**src/rtl/usrt_tx_arbiter_if.sv**
```systemverilog
// Signal bundle between usrt_tx_arbiter, the two message sources and the USRT transmitter.
// master: the arbiter side; slave: sources, transmitter and control seen from outside.
interface usrt_tx_arbiter_if #(
    parameter int unsigned DATA_W = 8
);
    logic              rr_mode;
    logic [1:0]        req;
    logic [DATA_W-1:0] src_data0;
    logic [DATA_W-1:0] src_data1;
    logic [1:0]        src_last;
    logic [1:0]        gnt;
    logic [1:0]        byte_rd;
    logic [DATA_W-1:0] tx_data;
    logic              tx_load;
    logic              tx_busy;
    logic              rts;
    logic              abort;
    logic [15:0]       frm_cnt0;
    logic [15:0]       frm_cnt1;

    modport master (
        input  rr_mode,
        input  req,
        input  src_data0,
        input  src_data1,
        input  src_last,
        input  tx_busy,
        output gnt,
        output byte_rd,
        output tx_data,
        output tx_load,
        output rts,
        output abort,
        output frm_cnt0,
        output frm_cnt1
    );

    modport slave (
        output rr_mode,
        output req,
        output src_data0,
        output src_data1,
        output src_last,
        output tx_busy,
        input  gnt,
        input  byte_rd,
        input  tx_data,
        input  tx_load,
        input  rts,
        input  abort,
        input  frm_cnt0,
        input  frm_cnt1
    );
endinterface

```
**src/rtl/usrt_tx_arbiter.sv**
```systemverilog
// Shares one USRT transmitter between two frame sources: arbitrate, hold rts, feed bytes.
// Per-source completed-frame counters are built only when USRT_ARB_STATS_EN is defined.
module usrt_tx_arbiter #(
    parameter int unsigned DATA_W     = 8,
    parameter int unsigned RTS_SETUP  = 4,
    parameter int unsigned GAP_CYCLES = 16,
    parameter int unsigned MAX_BYTES  = 64
) (
    input logic               clk,
    input logic               rst,
    usrt_tx_arbiter_if.master bus
);

    localparam int unsigned CntMax = (RTS_SETUP > GAP_CYCLES) ? RTS_SETUP : GAP_CYCLES;
    localparam int unsigned CntW   = (CntMax < 1) ? 1 : $clog2(CntMax + 1);

    localparam logic [CntW-1:0] SetupEnd = CntW'(RTS_SETUP);
    localparam logic [CntW-1:0] GapEnd   = CntW'(GAP_CYCLES - 1);
    localparam logic [CntW-1:0] CntOne   = CntW'(1);
    localparam logic [6:0]      ByteCap  = 7'(MAX_BYTES);

    typedef enum logic [2:0] {
        StIdle,
        StSetup,
        StLoad,
        StAck,
        StDone,
        StGap
    } state_e;

    state_e          state_q, state_d;
    logic [CntW-1:0] cnt_q, cnt_d;
    logic [6:0]      byte_cnt_q, byte_cnt_d;
    logic            last_q, last_d;
    logic            win_q, win_d;
    logic            ptr_q, ptr_d;
    logic [1:0]      gnt_q, gnt_d;
    logic            rts_q, rts_d;
    logic            abort_q, abort_d;
    logic            frame_done;
    logic            pick;
    logic            load;
    logic [DATA_W-1:0] sel_data;

    // Round-robin favours ptr_q; fixed priority always favours source 0.
    always_comb begin
        if (bus.rr_mode) begin
            pick = bus.req[ptr_q] ? ptr_q : ~ptr_q;
        end else begin
            pick = bus.req[0] ? 1'b0 : 1'b1;
        end
    end

    assign load     = (state_q == StLoad);
    assign sel_data = win_q ? bus.src_data1 : bus.src_data0;

    always_comb begin
        state_d    = state_q;
        cnt_d      = cnt_q;
        byte_cnt_d = byte_cnt_q;
        last_d     = last_q;
        win_d      = win_q;
        ptr_d      = ptr_q;
        gnt_d      = gnt_q;
        rts_d      = rts_q;
        abort_d    = 1'b0;
        frame_done = 1'b0;

        unique case (state_q)
            StIdle: begin
                if (bus.req != 2'b00) begin
                    win_d      = pick;
                    ptr_d      = ~pick;
                    gnt_d      = pick ? 2'b10 : 2'b01;
                    cnt_d      = '0;
                    byte_cnt_d = '0;
                    last_d     = 1'b0;
                    state_d    = StSetup;
                end
            end
            StSetup: begin
                rts_d = 1'b1;
                if (cnt_q == SetupEnd) begin
                    state_d = StLoad;
                end else begin
                    cnt_d = cnt_q + CntOne;
                end
            end
            StLoad: begin
                last_d     = bus.src_last[win_q];
                byte_cnt_d = byte_cnt_q + 7'd1;
                state_d    = StAck;
            end
            StAck: begin
                if (bus.tx_busy) begin
                    state_d = StDone;
                end
            end
            StDone: begin
                if (!bus.tx_busy) begin
                    if (last_q || (byte_cnt_q == ByteCap)) begin
                        // Only a frame that ended on its own last byte is counted.
                        frame_done = last_q;
                        abort_d    = ~last_q;
                        rts_d      = 1'b0;
                        gnt_d      = 2'b00;
                        cnt_d      = '0;
                        state_d    = StGap;
                    end else begin
                        state_d = StLoad;
                    end
                end
            end
            StGap: begin
                if (cnt_q == GapEnd) begin
                    state_d = StIdle;
                end else begin
                    cnt_d = cnt_q + CntOne;
                end
            end
            default: begin
                state_d = StIdle;
            end
        endcase
    end

    always_ff @(posedge clk) begin
        if (rst) begin
            state_q    <= StIdle;
            cnt_q      <= '0;
            byte_cnt_q <= '0;
            last_q     <= 1'b0;
            win_q      <= 1'b0;
            ptr_q      <= 1'b0;
            gnt_q      <= 2'b00;
            rts_q      <= 1'b0;
            abort_q    <= 1'b0;
        end else begin
            state_q    <= state_d;
            cnt_q      <= cnt_d;
            byte_cnt_q <= byte_cnt_d;
            last_q     <= last_d;
            win_q      <= win_d;
            ptr_q      <= ptr_d;
            gnt_q      <= gnt_d;
            rts_q      <= rts_d;
            abort_q    <= abort_d;
        end
    end

    // Load strobe, byte_rd and data are decoded from the LOAD state so they stay coincident.
    assign bus.gnt     = gnt_q;
    assign bus.rts     = rts_q;
    assign bus.abort   = abort_q;
    assign bus.tx_load = load;
    assign bus.byte_rd = load ? gnt_q : 2'b00;
    assign bus.tx_data = load ? sel_data : '0;

`ifdef USRT_ARB_STATS_EN
    logic [15:0] frm_cnt0_q;
    logic [15:0] frm_cnt1_q;

    always_ff @(posedge clk) begin
        if (rst) begin
            frm_cnt0_q <= '0;
            frm_cnt1_q <= '0;
        end else if (frame_done) begin
            if (win_q) begin
                frm_cnt1_q <= frm_cnt1_q + 16'd1;
            end else begin
                frm_cnt0_q <= frm_cnt0_q + 16'd1;
            end
        end
    end

    assign bus.frm_cnt0 = frm_cnt0_q;
    assign bus.frm_cnt1 = frm_cnt1_q;
`else
    logic unused_frame_done;
    assign unused_frame_done = frame_done;
    assign bus.frm_cnt0      = '0;
    assign bus.frm_cnt1      = '0;
`endif

endmodule

```
**src/flat_wrapper.sv**
```systemverilog
// flat-port wrapper written by rule: the top's interface ports become plain ports
module usrt_tx_arbiter_flat 
#(
    parameter int unsigned DATA_W     = 8,
    parameter int unsigned RTS_SETUP  = 4,
    parameter int unsigned GAP_CYCLES = 16,
    parameter int unsigned MAX_BYTES  = 64
)
  (clk, rst, bus_rr_mode, bus_req, bus_src_data0, bus_src_data1, bus_src_last, bus_tx_busy, bus_gnt, bus_byte_rd, bus_tx_data, bus_tx_load, bus_rts, bus_abort, bus_frm_cnt0, bus_frm_cnt1);
  usrt_tx_arbiter_if #(.DATA_W(DATA_W)) bus_i ();
  input logic clk;
  input logic rst;
  input wire logic [$bits(bus_i.rr_mode)-1:0] bus_rr_mode;
  input wire logic [$bits(bus_i.req)-1:0] bus_req;
  input wire logic [$bits(bus_i.src_data0)-1:0] bus_src_data0;
  input wire logic [$bits(bus_i.src_data1)-1:0] bus_src_data1;
  input wire logic [$bits(bus_i.src_last)-1:0] bus_src_last;
  input wire logic [$bits(bus_i.tx_busy)-1:0] bus_tx_busy;
  output wire logic [$bits(bus_i.gnt)-1:0] bus_gnt;
  output wire logic [$bits(bus_i.byte_rd)-1:0] bus_byte_rd;
  output wire logic [$bits(bus_i.tx_data)-1:0] bus_tx_data;
  output wire logic [$bits(bus_i.tx_load)-1:0] bus_tx_load;
  output wire logic [$bits(bus_i.rts)-1:0] bus_rts;
  output wire logic [$bits(bus_i.abort)-1:0] bus_abort;
  output wire logic [$bits(bus_i.frm_cnt0)-1:0] bus_frm_cnt0;
  output wire logic [$bits(bus_i.frm_cnt1)-1:0] bus_frm_cnt1;
  assign bus_i.rr_mode = bus_rr_mode;
  assign bus_i.req = bus_req;
  assign bus_i.src_data0 = bus_src_data0;
  assign bus_i.src_data1 = bus_src_data1;
  assign bus_i.src_last = bus_src_last;
  assign bus_i.tx_busy = bus_tx_busy;
  assign bus_gnt = bus_i.gnt;
  assign bus_byte_rd = bus_i.byte_rd;
  assign bus_tx_data = bus_i.tx_data;
  assign bus_tx_load = bus_i.tx_load;
  assign bus_rts = bus_i.rts;
  assign bus_abort = bus_i.abort;
  assign bus_frm_cnt0 = bus_i.frm_cnt0;
  assign bus_frm_cnt1 = bus_i.frm_cnt1;
  usrt_tx_arbiter #(.DATA_W(DATA_W), .RTS_SETUP(RTS_SETUP), .GAP_CYCLES(GAP_CYCLES), .MAX_BYTES(MAX_BYTES)) u_core (.clk(clk), .rst(rst), .bus(bus_i));
endmodule
```
**config.mk**
```make
export PLATFORM = sky130hd
export DESIGN_NAME = usrt_tx_arbiter_flat
export DESIGN_NICKNAME = d
export VERILOG_FILES = /design/src/rtl/usrt_tx_arbiter_if.sv /design/src/rtl/usrt_tx_arbiter.sv /design/src/flat_wrapper.sv
export SDC_FILE = /design/constraint.sdc
export NUM_CORES = 1
export LEC_CHECK = 0
export BUFFER_PORTS_ARGS = -buffer_cell sky130_fd_sc_hd__buf_4
export CAP_MARGIN = 25
export CORE_ASPECT_RATIO = 1.4
export CORE_MARGIN = 1
export CORE_UTILIZATION = 30
export CTS_CLUSTER_DIAMETER = 80
export DETAILED_ROUTE_END_ITERATION = 10
export GPL_TIMING_DRIVEN = 1
export PLACE_DENSITY_LB_ADDON = 0.15
export SYNTH_ARGS = -nofsm -noshare
export SYNTH_HDL_FRONTEND = slang
export SYNTH_SLANG_ARGS = --single-unit
```
**constraint.sdc**
```tcl
create_clock -name clk -period 3.59 [get_ports clk]
set_input_delay 0.1795 -clock clk [delete_from_list [all_inputs] [get_ports clk]]
set_output_delay 0.1795 -clock clk [all_outputs]
set_load 0.01 [all_outputs]
```
== Yosys cells after proc, flatten, opt, wreduce, memory -nomap -nowiden ==
Index checks and enable logic that the tools add are counted.

* Word-level logic and storage cells: 83
* Output and inout bits: 47
* Input bits: 24
* Flip-flop bits (word level): 22

* Reductions and logical operators: 14
* $lt $le $gt $ge: 2
* $add $sub $neg: 2
* Bitwise logic cells: 5
* Eq/ne operators: 16
* Mux-type cells: 35

{| class="wikitable"
|+ Operator list
! kind !! count
|-
| 2-to-1 mux 5 bit || 5
|-
| case mux 5 bit (4 select lines) || 1
|-
| 2-to-1 mux 3 bit || 6
|-
| case mux 3 bit (6 select lines) || 1
|-
| 2-to-1 mux 8 bit || 2
|-
| case mux 7 bit (2 select lines) || 1
|-
| 2-to-1 mux 1 bit || 10
|-
| 2-to-1 mux 2 bit || 5
|-
| != test 2 x 1 -> 1 bit (second input constant) || 4
|-
| != test 2 bit (second input constant) || 4
|-
| nonzero test 2 bit || 4
|-
| adder 7 x 1 -> 7 bit (second input constant) || 1
|-
| == test 7 bit (second input constant) || 1
|-
| 2-to-1 mux 7 bit || 1
|-
| == test 3 x 2 -> 1 bit (second input constant) || 2
|-
| == test 3 bit (second input constant) || 2
|-
| AND reduction 6 bit || 1
|-
| adder 5 x 1 -> 5 bit (second input constant) || 1
|-
| == test 5 x 3 -> 1 bit (second input constant) || 1
|-
| == test 5 x 4 -> 1 bit (second input constant) || 1
|-
| NOT 1 bit || 5
|-
| AND reduction 5 bit || 1
|-
| less-than comparator 1 x 2 -> 1 bit (second input constant) || 2
|-
| case mux 1 bit (2 select lines) || 2
|-
| other kinds (9) || 10
|}

== Longest topological paths before layout ==
* Depth in word-level cells: 7
* Mapped depth: 7
* Depth with buffers taken out: 7

== Worst setup path before layout ==
No wires, ideal clock.

* Path kind: reg-to-reg
* Start: register u_core.cnt_q[0]
* End: register u_core.cnt_q[4]
* Path buffers: 0
* Data required time: 3469 ps
* Setup slack: 1712 ps
* Arrival time: 1758 ps
* Setup time: 121 ps
* Period minus slack after synthesis: 1878 ps
* Stages on the path, launching flop included: 8
* Path through: dfxtp_1 ha_1 and3_1 ha_1 a31oi_1 o31a_1 o311a_1 mux2_2

* Cells in the longest elaborated chain, start to end: 3
* Elaborated cells between the ends (all ways): 9
* Those cells by class: add/sub (1); eq/ne (4); mux (3); reduce/logical (1)

{| class="wikitable"
|+ RTL lines
! what !! RTL line !! source
|-
| from (decl) || usrt_tx_arbiter.sv:32 || <nowiki>logic [CntW-1:0] cnt_q, cnt_d;</nowiki>
|-
| from (signal assigned) || usrt_tx_arbiter.sv:140 || <nowiki>cnt_q <= cnt_d;</nowiki>
|-
| adder 5 x 1 -> 5 bit (tied with other cells) || usrt_tx_arbiter.sv:86, usrt_tx_arbiter.sv:118 ||
|-
| 2-to-1 mux 5 bit (tied with other cells) || usrt_tx_arbiter.sv:115 || <nowiki>if (cnt_q == GapEnd) begin</nowiki>
|-
| case mux 5 bit (4 select lines) or AND reduction 6 bit (tied branches) || -- ||
|}

Several ways; a longest one is shown, not always the timed one. The select of a mux whose other input is x is not followed.
A chain may end at the register's enable or synchronous reset.

== Final worst setup path ==
* Start: register u_core.state_q[2]
* End: output port bus_byte_rd[1]

* Cells in the longest elaborated chain, start to end: 2

{| class="wikitable"
|+ RTL lines
! what !! RTL line !! source
|-
| from (decl) || usrt_tx_arbiter.sv:31 || <nowiki>state_e state_q, state_d;</nowiki>
|-
| from (signal assigned) || usrt_tx_arbiter.sv:129 || <nowiki>state_q <= StIdle;</nowiki>
|-
| from (signal assigned) || usrt_tx_arbiter.sv:139 || <nowiki>state_q <= state_d;</nowiki>
|-
| == test 3 x 2 -> 1 bit || usrt_tx_arbiter.sv:54 || <nowiki>assign load = (state_q == StLoad);</nowiki>
|-
| 2-to-1 mux 2 bit || usrt_tx_arbiter.sv:156 || <nowiki>assign bus.byte_rd = load ? gnt_q : 2'b00;</nowiki>
|-
| to (decl) || flat_wrapper.sv:20 || <nowiki>output wire logic [$bits(bus_i.byte_rd)-1:0] bus_byte_rd;</nowiki>
|}

No other way between the ends.

==> metrics.md <==
| Metric | Value |
|---|---|
| Status | `completed` |
| # diodes | `0` |
| Power share of the clock group | `24.4%` |
| CTS tree | `done` |
| CP endpoint kind | `output pin` |
| Final-report hold violation count | `0` |
| Final Cell Area | `about 1900 sq um` |
| Ports | `71` |
| Wirelength per Cell | `11.94 microns` |
| Register area share after synthesis | `a little over a quarter` |
| Post-synth top flop | `dfxtp_1` |
| GRT Util Overall | `about an eighth` |
| Number of global-route vias before repair | `about 1300` |
| Fin crit share | `roughly 63%` |
| Hold Crit Class | `input pin to flop` |
| Register bit total from synthesis | `22` |
| First-pass GRT wire length | `5796 microns` |
| RSZ-0062 raised after global routing | `false` |
| Grt total ovfl | `0` |
| Starting Density | `between 30% and 40%` |
| # placed instances | `between 200 and 300` |
| Worst Reg-to-Reg Cells | `5` |
| Worst Hold Depth | `4` |
| Crit Path Class | `flop to output pin` |
| I/O Buffers | `38` |
| Maximum fanout along the worst path | `18` |
| Rows | `31` |
| CTS Hold Bufs | `0` |
| Sw frac | `35.57%` |
| Routed wire length | `3582 microns` |
| DP Area | `1805 sq um` |
| Pint | `approximately 480 uW` |
| Comb power frac | `between 30% and 40%` |
| Netlist cell types | `46` |
| Crit path largest cell delay | `about 620 ps` |
| WHS | `approximately 240 ps` |
| Crit path max-delay family | `simple AND/OR/NAND/NOR gates` |
| Net Switching | `263.6 uW` |
| Synth async-reset ratio | `0%` |
| Worst path buffer plus inverter count | `2` |
| Gpl congestion | `0.7609` |
| Slew at the pin closest to its max-slew limit | `around 660 ps` |
| Max-Cap Viols | `0` |
| Layout Utilization | `36.07%` |
| TritonRoute pass-1 iters | `4` |
| Slew headroom | `55.75%` |
| FMAX | `0.4453 GHz` |
| Most frequent cells in the layout | `buf_4, conb_1, dfxtp_1, nor2_1, nand2_1` |
| Most common cell after layout, fill and taps aside | `buf_4` |
| Area grow syn2layout | `16.17%` |
| Total core area | `between 5000 and 6000 sq um` |
| Max Clock Skew | `between 4 and 5 ps` |
| Share of power burned in registers | `42.4%` |
| Clk slew on worst S/H paths | `approximately 80 ps` |
| Leakage power | `0.8136 nW` |
| Die area | `about 5600 sq um` |
| Final Power | `roughly 740 uW` |
| Largest net degree at the start of global routing | `23` |
| Layout cells sized above 1 | `between 10% and 20%` |
| Via Count | `1446` |
| Layout Nets | `between 200 and 300` |
| DRT iter0 DRCs | `106` |
| Synth Warn # | `0` |
| Via density per instance | `roughly 4.8` |
| Cts bufs inserted | `3` |
| Post-synth EDFFs | `0` |
| CP required | `approximately 3400 ps` |
| Startpoint class of the critical path | `flop` |
| Max VDD drop | `0.0001374 V` |
| Clock sinks | `22` |
| Insertion delay to the later sink of the worst-skew pair | `around 260 ps` |
| PnR worst setup slack | `about 1300 ps` |
| Worst EP arrival | `2070 ps` |
| Setup Viol. Count Final | `0` |
| Ratio of total power to cell area | `between 300 and 400 nW/um^2` |
| Die width | `63.75 microns` |
| Worst-path cell chain | `or3b_1 > clkinv_4 > and2_1 > buf_4` |
| DP HPWL | `about 2700 microns` |
| # DRC | `0` |
| Min cycle time layout | `about 2200 ps` |
| H-tree levels | `1` |
| Setup Buffers After CTS | `0` |
| Max Slew Vio Count | `0` |
| Final Non-Filler Cells | `300` |
| Worst slack at placement | `1497 ps` |
| Post-route ant nets | `0` |
| Die Ht | `approximately 90 microns` |
| Setup TNS | `0 ps` |
| Cells after synthesis | `around 200` |
| Root buf cell | `clkbuf_8` |
| Stages on the worst setup path | `4` |
| Post-cts sizing count | `0` |
| Clk buf depth | `2` |
| Crit-path slowest cell | `dfxtp_1` |
| Syn_area_per_cell | `7.968 sq um` |
| Synth Cell Area | `1602 sq um` |
| Initial antenna violation count | `0` |
## worst min-delay path, stage by stage
cell     delay, ps
buf_4          120
inv_1           60
nand3_1         70
nor3_1          40
## final cells by class
cell class,instances,area [sq um]
flip-flops and latches,22,440.4
repair buffers,38,285.3
fillers,566,3298
well taps,66,82.58
multi-input cells,158,947.2
clock buffers,4,55.05
inverters,12,50.05
## metal layers
layer,wire length (microns),part of all wire (%),vias to the layer above,GRT usage [%]
met5,0,0,-,0
met2,1911,53,54,24.76
met4,34,0.95,0,5.785
li1,-,-,718,-
met3,146,4.1,2,1.675
met1,1490,42,672,14.23
## power groups by stage
stage	clock network, mW	registers (mW)	logic, mW
2_1_floorplan	0	0.293	0.218
3_3_place_gp	0	0.320	0.250
3_5_place_dp	0	0.320	0.247
4_1_cts	0.187	0.315	0.248
5_1_grt	0.200	0.322	0.276
6_report	0.181	0.315	0.246
## sequential cells by signal, summed over array words and instances, names as in the netlist
signal and cells:
u_core.bus.abort 1, u_core.bus.gnt 2, u_core.bus.rts 1, u_core.byte_cnt_q 7, u_core.cnt_q 5, u_core.last_q 1
u_core.ptr_q 1, u_core.state_q 3, u_core.win_q 1
## kinds of logic (layout without fill, tap and decap cells)
family                   Yosys count  count (layout)  synth area share (%)
flip-flops                        22              22                 27.50
multiplexers                      11              11                 6.953
adder cells (fa/ha/maj)            5               5                 3.906
AO/OA/AOI/OAI                     43              43                 18.59
XOR/XNOR                           1               1                0.5470
AND/OR/NAND/NOR                   66              66                 21.64
buffers and inverters             52              54                 20.62
other                              1              32                0.2342
## synthesized netlist by cell type (5+ instances only)
cell type,n,area share [%]
buf_4,32,15
dfxtp_1,22,27
nor2_1,18,4.2
nand2_1,14,3.3
a21oi_1,11,3.4
inv_1,11,2.6
mux2i_1,10,6.3
nor3_1,10,3.1
ha_1,5,3.9
o211ai_1,5,2.3
## final timing paths
check        slack [ps]                    to              start
max                1340        bus_byte_rd[1]  u_core.state_q[2]
min                 240      u_core.bus.abort        bus_tx_busy
max reg2reg        1460  u_core.byte_cnt_q[6]  u_core.state_q[1]
min reg2reg         480        u_core.bus.rts     u_core.bus.rts
(Power assumes the default switching activity.)
